## src/rtl/bcd_countdown_timer_pkg.sv

```systemverilog
// Shared types and helpers for the BCD countdown timer.
package timer_pkg;

  typedef enum logic [1:0] {
    IDLE    = 2'd0,
    RUN     = 2'd1,
    PAUSE   = 2'd2,
    EXPIRED = 2'd3
  } state_e;

  localparam logic [3:0] BCD_MAX  = 4'h9;
  localparam logic [3:0] BCD_ZERO = 4'h0;

  function automatic logic [3:0] clamp_nibble(input logic [3:0] n);
    return (n > BCD_MAX) ? BCD_MAX : n;
  endfunction

endpackage

```

## src/rtl/bcd_countdown_timer_if.sv

```systemverilog
// Control/status bundle between the timer and its controller.
interface bcd_countdown_timer_if #(parameter int NUM_DIGITS = 2);
  logic                    tick;
  logic                    load;
  logic [4*NUM_DIGITS-1:0] preset;
  logic                    start;
  logic                    pause;
  logic                    auto_reload;
  logic [4*NUM_DIGITS-1:0] count;
  logic                    running;
  logic                    expired;
  logic                    done;
  logic                    preset_err;

  modport master (
    output tick, load, preset, start, pause, auto_reload,
    input  count, running, expired, done, preset_err
  );

  modport slave (
    input  tick, load, preset, start, pause, auto_reload,
    output count, running, expired, done, preset_err
  );
endinterface

```

## src/rtl/bcd_digit_cell.sv

```systemverilog
// One BCD digit of the countdown chain; wraps 0 -> 9 when borrowed from.
module bcd_digit_cell
  import timer_pkg::*;
(
  input  logic       clk,
  input  logic       rst,
  input  logic       load,
  input  logic [3:0] load_val,
  input  logic       dec_en,
  input  logic       borrow_in,
  output logic [3:0] digit,
  output logic       is_zero,
  output logic       borrow_out
);

  logic [3:0] digit_q;

  always_ff @(posedge clk or posedge rst) begin
    if (rst) begin
      digit_q <= BCD_MAX;
    end else if (load) begin
      digit_q <= load_val;
    end else if (dec_en && borrow_in) begin
      digit_q <= (digit_q == BCD_ZERO) ? BCD_MAX : digit_q - 4'd1;
    end
  end

  assign digit      = digit_q;
  assign is_zero    = (digit_q == BCD_ZERO);
  assign borrow_out = borrow_in & is_zero;

endmodule

```

## src/rtl/bcd_countdown_timer.sv

```systemverilog
// Multi-digit BCD countdown timer with start/pause/load control.
// Optional auto-reload at expiry is built when TIMER_AUTORELOAD_EN is defined.
//   state   | meaning
//   IDLE    | loaded or reset, waiting for start
//   RUN     | counting down on tick
//   PAUSE   | count held, ticks ignored
//   EXPIRED | count reached zero, only load leaves
module bcd_countdown_timer
  import timer_pkg::*;
#(
  parameter int NUM_DIGITS = 2
) (
  input  logic                  clk,
  input  logic                  rst,
  bcd_countdown_timer_if.slave  bus
);

  localparam int W = 4 * NUM_DIGITS;

  state_e                 state_q;
  logic                   running_q, expired_q, done_q, preset_err_q;
  logic [W-1:0]           preset_cl;
  logic                   clamp_hit;
  logic [W-1:0]           count_w;
  logic [NUM_DIGITS-1:0]  is_zero;
  logic [NUM_DIGITS:0]    borrow;
  logic                   all_zero, count_is_one, run_tick;
  logic                   do_reload, cell_load, dec_en;
  logic [W-1:0]           cell_val;
  logic                   unused_borrow_top;

  always_comb begin
    preset_cl = '0;
    clamp_hit = 1'b0;
    for (int i = 0; i < NUM_DIGITS; i++) begin
      preset_cl[4*i +: 4] = clamp_nibble(bus.preset[4*i +: 4]);
      clamp_hit = clamp_hit | (bus.preset[4*i +: 4] > BCD_MAX);
    end
  end

  assign all_zero          = &is_zero;
  assign count_is_one      = (count_w == W'(1));
  assign run_tick          = (state_q == RUN) && bus.tick && !bus.load && !bus.pause && !all_zero;
  assign unused_borrow_top = borrow[NUM_DIGITS];

`ifdef TIMER_AUTORELOAD_EN
  logic [W-1:0] reload_q;

  always_ff @(posedge clk or posedge rst) begin
    if (rst) begin
      reload_q <= {NUM_DIGITS{BCD_MAX}};
    end else if (bus.load) begin
      reload_q <= preset_cl;
    end
  end

  // A zero reload value would re-expire forever, so it falls through to EXPIRED.
  assign do_reload = run_tick && count_is_one && bus.auto_reload && (reload_q != '0);
  assign cell_val  = bus.load ? preset_cl : reload_q;
`else
  logic unused_auto_reload;
  assign unused_auto_reload = bus.auto_reload;
  assign do_reload          = 1'b0;
  assign cell_val           = preset_cl;
`endif

  assign cell_load = bus.load | do_reload;
  assign dec_en    = run_tick & ~do_reload;
  assign borrow[0] = 1'b1;

  for (genvar i = 0; i < NUM_DIGITS; i++) begin : g_digit
    bcd_digit_cell u_cell (
      .clk        (clk),
      .rst        (rst),
      .load       (cell_load),
      .load_val   (cell_val[4*i +: 4]),
      .dec_en     (dec_en),
      .borrow_in  (borrow[i]),
      .digit      (count_w[4*i +: 4]),
      .is_zero    (is_zero[i]),
      .borrow_out (borrow[i+1])
    );
  end

  always_ff @(posedge clk or posedge rst) begin
    if (rst) begin
      state_q      <= IDLE;
      running_q    <= 1'b0;
      expired_q    <= 1'b0;
      done_q       <= 1'b0;
      preset_err_q <= 1'b0;
    end else begin
      done_q       <= 1'b0;
      preset_err_q <= bus.load & clamp_hit;
      if (bus.load) begin
        state_q   <= IDLE;
        running_q <= 1'b0;
        expired_q <= 1'b0;
      end else begin
        case (state_q)
          IDLE: begin
            if (bus.start && !bus.pause) begin
              if (all_zero) begin
                state_q   <= EXPIRED;
                expired_q <= 1'b1;
                done_q    <= 1'b1;
              end else begin
                state_q   <= RUN;
                running_q <= 1'b1;
              end
            end
          end
          RUN: begin
            if (bus.pause) begin
              state_q   <= PAUSE;
              running_q <= 1'b0;
            end else if (run_tick && count_is_one) begin
              done_q <= 1'b1;
              if (!do_reload) begin
                state_q   <= EXPIRED;
                running_q <= 1'b0;
                expired_q <= 1'b1;
              end
            end
          end
          PAUSE: begin
            if (bus.start && !bus.pause) begin
              state_q   <= RUN;
              running_q <= 1'b1;
            end
          end
          default: ;
        endcase
      end
    end
  end

  assign bus.count      = count_w;
  assign bus.running    = running_q;
  assign bus.expired    = expired_q;
  assign bus.done       = done_q;
  assign bus.preset_err = preset_err_q;

endmodule

```

## src/flat_wrapper.sv

```systemverilog
// flat-port wrapper written by rule: the top's interface ports become plain ports
module bcd_countdown_timer_flat import timer_pkg::*;
#(
  parameter int NUM_DIGITS = 2
)
  (clk, rst, bus_tick, bus_load, bus_preset, bus_start, bus_pause, bus_auto_reload, bus_count, bus_running, bus_expired, bus_done, bus_preset_err);
  bcd_countdown_timer_if #(.NUM_DIGITS(NUM_DIGITS)) bus_i ();
  input  logic clk;
  input  logic rst;
  input wire logic [$bits(bus_i.tick)-1:0] bus_tick;
  input wire logic [$bits(bus_i.load)-1:0] bus_load;
  input wire logic [$bits(bus_i.preset)-1:0] bus_preset;
  input wire logic [$bits(bus_i.start)-1:0] bus_start;
  input wire logic [$bits(bus_i.pause)-1:0] bus_pause;
  input wire logic [$bits(bus_i.auto_reload)-1:0] bus_auto_reload;
  output wire logic [$bits(bus_i.count)-1:0] bus_count;
  output wire logic [$bits(bus_i.running)-1:0] bus_running;
  output wire logic [$bits(bus_i.expired)-1:0] bus_expired;
  output wire logic [$bits(bus_i.done)-1:0] bus_done;
  output wire logic [$bits(bus_i.preset_err)-1:0] bus_preset_err;
  assign bus_i.tick = bus_tick;
  assign bus_i.load = bus_load;
  assign bus_i.preset = bus_preset;
  assign bus_i.start = bus_start;
  assign bus_i.pause = bus_pause;
  assign bus_i.auto_reload = bus_auto_reload;
  assign bus_count = bus_i.count;
  assign bus_running = bus_i.running;
  assign bus_expired = bus_i.expired;
  assign bus_done = bus_i.done;
  assign bus_preset_err = bus_i.preset_err;
  bcd_countdown_timer #(.NUM_DIGITS(NUM_DIGITS)) u_core (.clk(clk), .rst(rst), .bus(bus_i));
endmodule
```

## config.mk

```make
export PLATFORM = sky130hd
export DESIGN_NAME = bcd_countdown_timer_flat
export DESIGN_NICKNAME = d
export VERILOG_FILES = /design/src/rtl/bcd_countdown_timer_pkg.sv /design/src/rtl/bcd_countdown_timer_if.sv /design/src/rtl/bcd_digit_cell.sv /design/src/rtl/bcd_countdown_timer.sv /design/src/flat_wrapper.sv
export SDC_FILE = /design/constraint.sdc
export NUM_CORES = 1
export LEC_CHECK = 0
export CAP_MARGIN = 25
export CORE_ASPECT_RATIO = 0.9
export CORE_MARGIN = 2
export CORE_UTILIZATION = 46
export CTS_CLUSTER_DIAMETER = 120
export DETAILED_ROUTE_END_ITERATION = 8
export PLACE_DENSITY = 0.78
export SYNTH_ARGS = -nofsm -noshare
export SYNTH_HDL_FRONTEND = slang
export SYNTH_SLANG_ARGS = --single-unit
export TNS_END_PERCENT = 20
```

## constraint.sdc

```tcl
create_clock -name clk -period 2.55 [get_ports clk]
set_clock_uncertainty 0.2 [all_clocks]
set_input_delay 0.3825 -clock clk [delete_from_list [all_inputs] [get_ports clk]]
set_output_delay 0.3825 -clock clk [all_outputs]
set_load 0.02 [all_outputs]
```

# Word level (Yosys, flattened, before mapping)
# Cells that the tools add are included.
# word_totals
reg_bits	14
input_bits	15
# classes
addsub	2
magnitude_cmp	2
n_bitwise	2
n_eq_ne	10
n_reduce_logical	21
mux	34
# op_table
op	count
$mux 4	8
$mux 1	16
$mux 2	6
$reduce_and 5->1	2
$ne 3x2->1 const B	3
$ne 3x3->1 const B	3
$eq 8x1->1 const B	1
$gt 4x4->1 const B	2
$logic_not 4->1	2
$sub 4x1->4 const B	2
$logic_and 1x1->1	7
$pmux 2 s3	1
$ne 4x4->1 const B	1
$pmux 1 s2	2
$reduce_and 4->1	1
$reduce_bool 2->1	2
$reduce_bool 4->1	1
$logic_not 1->1	3
$pmux 1 s3	1
$reduce_bool 3->1	1
$eq 2x1->1 const B	1
$eq 2x2->1 const B	1
$logic_not 2->1	1
$reduce_and 2->1	1
2 further kinds	2

# Depth between registers and ports, before layout
# depth
ltp_word	10
mapped_depth	6
mapped_depth_nobuf	6

# By module
# A second synthesis with hierarchy kept.
# hier_totals
cells_unflattened	114
area_unflattened_um2	1034.7
# by_module_without_submodules
module	n_inst	seq_area_each_um2	cells_per_inst	area_per_inst_um2
bcd_digit_cell	2	102.6	27	264.0
bcd_countdown_timer	1	150.1	60	506.7

# Worst setup path after synthesis
# No wires, ideal clock.
# synth_path
kind	register to register
from	register u_core.state_q[1]
to	register u_core.g_digit[1].u_cell.digit_q[1]
t_required_ps	2268
slack_ps	686
arrival_ps	1582
path_buffers	0
path_stages_with_launch	7
path_cell_list	dfrtp_1 -> inv_1 -> ha_1 -> and4bb_4 -> nand3_4 -> or4_1 -> a31oi_1
# synth_via
elab_chain_cells	7
# synth_rtl
element	line_no	source
start, declared	bcd_countdown_timer.sv:20	state_e state_q;
start signal, assigned	bcd_countdown_timer.sv:87	state_q <= IDLE;
start signal, assigned	bcd_countdown_timer.sv:96	state_q <= IDLE;
start signal, assigned	bcd_countdown_timer.sv:104	state_q <= EXPIRED;
$eq 2x1->1	bcd_countdown_timer.sv:43	assign run_tick = (state_q == RUN) && bus.tick && !bus.load && !bus.pause && !all_zero;
$logic_and 1x1->1 (4 in a row)	bcd_countdown_timer.sv:43	
$logic_and 1x1->1	bcd_digit_cell.sv:23	end else if (dec_en && borrow_in) begin
$reduce_bool 2->1 (no line)	n/a	
end signal, assigned	bcd_digit_cell.sv:22	digit_q <= load_val;
end signal, assigned	bcd_digit_cell.sv:24	digit_q <= (digit_q == BCD_ZERO) ? BCD_MAX : digit_q - 4'd1;
end, declared	bcd_digit_cell.sv:16	logic [3:0] digit_q;
# No other way between the ends.
# A chain may end at the register's enable or synchronous reset.

# Final worst setup path
# layout_path
from	register u_core.g_digit[1].u_cell.digit_q[0]
to	output bus_count[4]
# layout_lines
element	line_no	source
end, declared	flat_wrapper.sv:16	output wire logic [$bits(bus_i.count)-1:0] bus_count;
# No word-level cell between the ends.

==> flow_metrics.tcl <==
set metrics [dict create \
    outcome "completed" \
    critical_path.cell_chain "clkdlybuf4s50_1" \
    power.density_mw_per_mm2 546 \
    final.period_utilization 0.824 \
    route.antenna.remaining_nets 0 \
    critical_path_cell_count 1 \
    timing.final.setup_violations 0 \
    crit_buf_inv 1 \
    synth_async_sr_flop_share 1.00 \
    vdd_ir_drop_max_mv 0.352 \
    place.port_buffers 25 \
    die_height_um 46.2 \
    critical_path_required_ns 1.97 \
    routabilityCongestion 0.874 \
    post-place-ws_ns 0.323 \
    worst_slew_margin_rel 0.658 \
    clock-sinks 14 \
    post-route-util 0.644 \
    groute.usage.overall 0.197 \
    post-dp-hpwl_um 1570 \
    clk_root_buffer_cell "sky130_fd_sc_hd__clkbuf_4" \
    final_hold_vio_count 0 \
    maxClockFrequency_ghz 0.476 \
    yosysTopAreaCellShare 0.275 \
    grt_overflow_total 0 \
    drc_errors 0 \
    synth_largest_area_cell "sky130_fd_sc_hd__dfrtp_1" \
    report.final.slew_viol_count 0 \
    wirelength_um 2070 \
    design.portCount 27 \
    clock_insertion_delay_worst_skew_ns 0.27 \
    synth_area_per_cell_um2 9.27 \
    sequential_cell_area_fraction_in_the_yosys_report 0.391 \
    fp-row-count 15 \
    holdWs_ns 0.250 \
    clockBufferDepth 2 \
    drive_above_1_share 0.111 \
    post-synth-top-count-cell "sky130_fd_sc_hd__dfrtp_1" \
    clock_tree_from_tritoncts "done" \
    post_layout_worst_setup_margin_ns 0.449 \
    cts.htree.levels 1 \
    leak_pwr_nw 0.455 \
    synth.cells.most_frequent "sky130_fd_sc_hd__dfrtp_1, sky130_fd_sc_hd__nand2_1, sky130_fd_sc_hd__a21oi_1, sky130_fd_sc_hd__inv_1" \
    first_global_vias 810 \
    data_arrival_critical_path_ns 1.52 \
    mappedNetlistNets 116 \
    drt_first_iter_violations 9 \
    coreArea_mm2 0.00190 \
    critical_path_class "flop to output port" \
    critical_path.max_stage_delay_ns 0.63 \
    synth_edf_count 0 \
    drt_first_pass_iters 4 \
    drt-wirelength-per-cell_um 13.7 \
    diodes 0 \
    post_synth_num_cell_types 41 \
    tns_ns 0 \
    dieWidth_um 50.8 \
    post_synthesis_sequential_element_count 14 \
    nNetsFinal 146 \
    post_cts.repair.setup_buffers 0 \
    unrepaired_setup_endpoints_after_global_routing "no" \
    worstMarginPinSlew_ns 0.513 \
    cts.hold.buffers_added 0 \
    floorplan.die_area_mm2 0.00235 \
    worst_hold_path_type "input pin to asynchronous set/reset pin" \
    initial_utilization 0.479 \
    clk_transition_reported_paths_ns 0.08 \
    finalCriticalPeriod_ns 2.10 \
    area_growth_syn_to_layout_pct 34.3 \
    capturing_element_type_of_the_critical_path "output port" \
    num-fill-cells 161 \
    synthCells 98 \
    cts_made_buffers 3 \
    synth.top_cells.by_area "sky130_fd_sc_hd__dfrtp_1, sky130_fd_sc_hd__dfstp_2, sky130_fd_sc_hd__ha_1" \
    startpoint_type "flop" \
    yosys_most_used_dff "sky130_fd_sc_hd__dfrtp_1" \
    post_synth_instance_area_um2 908 \
    critPathMaxFanout 9 \
    dr_total_vias 851 \
    cts.repair.resized 0 \
    synth-warning-count 0 \
    critPathSlowestCell "sky130_fd_sc_hd__clkdlybuf4s50_1" \
    detail_route.vias_per_cell 5.64 \
    max_cap_violations 0 \
    initial_antenna_violation_count 0 \
    timing.critical_path.max_delay_family "buffers and inverters" \
    worst_r2r_path_depth 6 \
    grt_start_max_net_pins 15 \
    global_route_wire_length_before_repair_um 3410 \
]
layout by cell type (no fill, tap or decap), types with 2 or more instances in the layout:
master and n:
sky130_fd_sc_hd__a21oi_1 7, sky130_fd_sc_hd__a31oi_1 2, sky130_fd_sc_hd__buf_4 2, sky130_fd_sc_hd__clkbuf_4 3
sky130_fd_sc_hd__clkdlybuf4s50_1 25, sky130_fd_sc_hd__dfrtp_1 10, sky130_fd_sc_hd__dfstp_2 4, sky130_fd_sc_hd__ha_1 3
sky130_fd_sc_hd__inv_1 7, sky130_fd_sc_hd__mux2i_1 3, sky130_fd_sc_hd__nand2_1 8, sky130_fd_sc_hd__nand2b_1 2
sky130_fd_sc_hd__nand3_1 2, sky130_fd_sc_hd__nand3b_1 2, sky130_fd_sc_hd__nor2_1 5, sky130_fd_sc_hd__nor2b_1 3
sky130_fd_sc_hd__nor3_1 2, sky130_fd_sc_hd__nor3b_1 2, sky130_fd_sc_hd__nor4_1 3, sky130_fd_sc_hd__o21ai_0 5
sky130_fd_sc_hd__o22ai_1 2, sky130_fd_sc_hd__o31a_1 2, sky130_fd_sc_hd__or4_1 2
report_power, final:
| part | total, W | internal, W | switching, W |
|---|---|---|---|
| Clock | 0.000119 | 0.0000547 | 0.0000640 |
| Combinational | 0.000260 | 0.000123 | 0.000137 |
| Sequential | 0.000287 | 0.000254 | 0.0000336 |
| Total | 0.000666 | 0.000431 | 0.000235 |
routing by layer:
| layer | share of wire | global-route usage | vias up |
|---|---|---|---|
| met5 | 0 | 0 | - |
| met4 | 0.0068 | 0.0595 | 0 |
| met3 | 0.035 | 0.0584 | 2 |
| met2 | 0.50 | 0.355 | 14 |
| met1 | 0.46 | 0.231 | 413 |
| li1 | - | - | 422 |
final cells by class:
cell class | count | area (um2) | share of cell area
Inverter | 7 | 26.3 | 0.0215
Sequential cell | 14 | 355 | 0.291
Tap cell | 25 | 31.3 | 0.0256
Clock buffer | 3 | 22.5 | 0.0185
Timing Repair Buffer | 27 | 265 | 0.217
Multi-Input combinational cell | 75 | 519 | 0.426
flip-flops by register name, summed over array words and instances, names as in the netlist:
register and flops:
u_core.g_digit.u_cell.digit 8, u_core.bus.preset_err 1, u_core.bus.running 1, u_core.bus.expired 1, u_core.state_q 2, u_core.bus.done 1
cell families after synthesis:
group	synth area share
compound gates	0.209
fa+ha+maj	0.0413
simple gates	0.288
buf+inv	0.0372
flops	0.391
mux	0.0331
path summary, 6_finish.rpt:
check | slack, ns | end | start
max in group asynchronous | 1.54 | u_core.g_digit[1].u_cell.digit[0]$_DFFE_PP1P_ | rst
max reg2reg | 0.51 | u_core.g_digit[1].u_cell.digit[1]$_DFFE_PP0P_ | u_core.state_q[1]$_DFFE_PP0P_
max | 0.45 | bus_count[4] | u_core.g_digit[1].u_cell.digit[0]$_DFFE_PP1P_
min in group clk | 0.32 | u_core.bus.expired$_DFFE_PP0P_ | u_core.bus.expired$_DFFE_PP0P_
min | 0.25 | u_core.g_digit[0].u_cell.digit[2]$_DFFE_PP0P_ | rst
min reg2reg | 0.32 | u_core.bus.expired$_DFFE_PP0P_ | u_core.bus.expired$_DFFE_PP0P_
metrics by stage:
step           std cells  total power [W]  area (um2)
5_1_grt              151         0.000713        1220
3_3_place_gp         148         0.000542        1200
3_5_place_dp         148         0.000548        1200
4_1_cts              151         0.000673        1220
2_1_floorplan         98         0.000449         908
6_report             151         0.000666        1220
No activity file was read; power rests on OpenSTA's default activity.
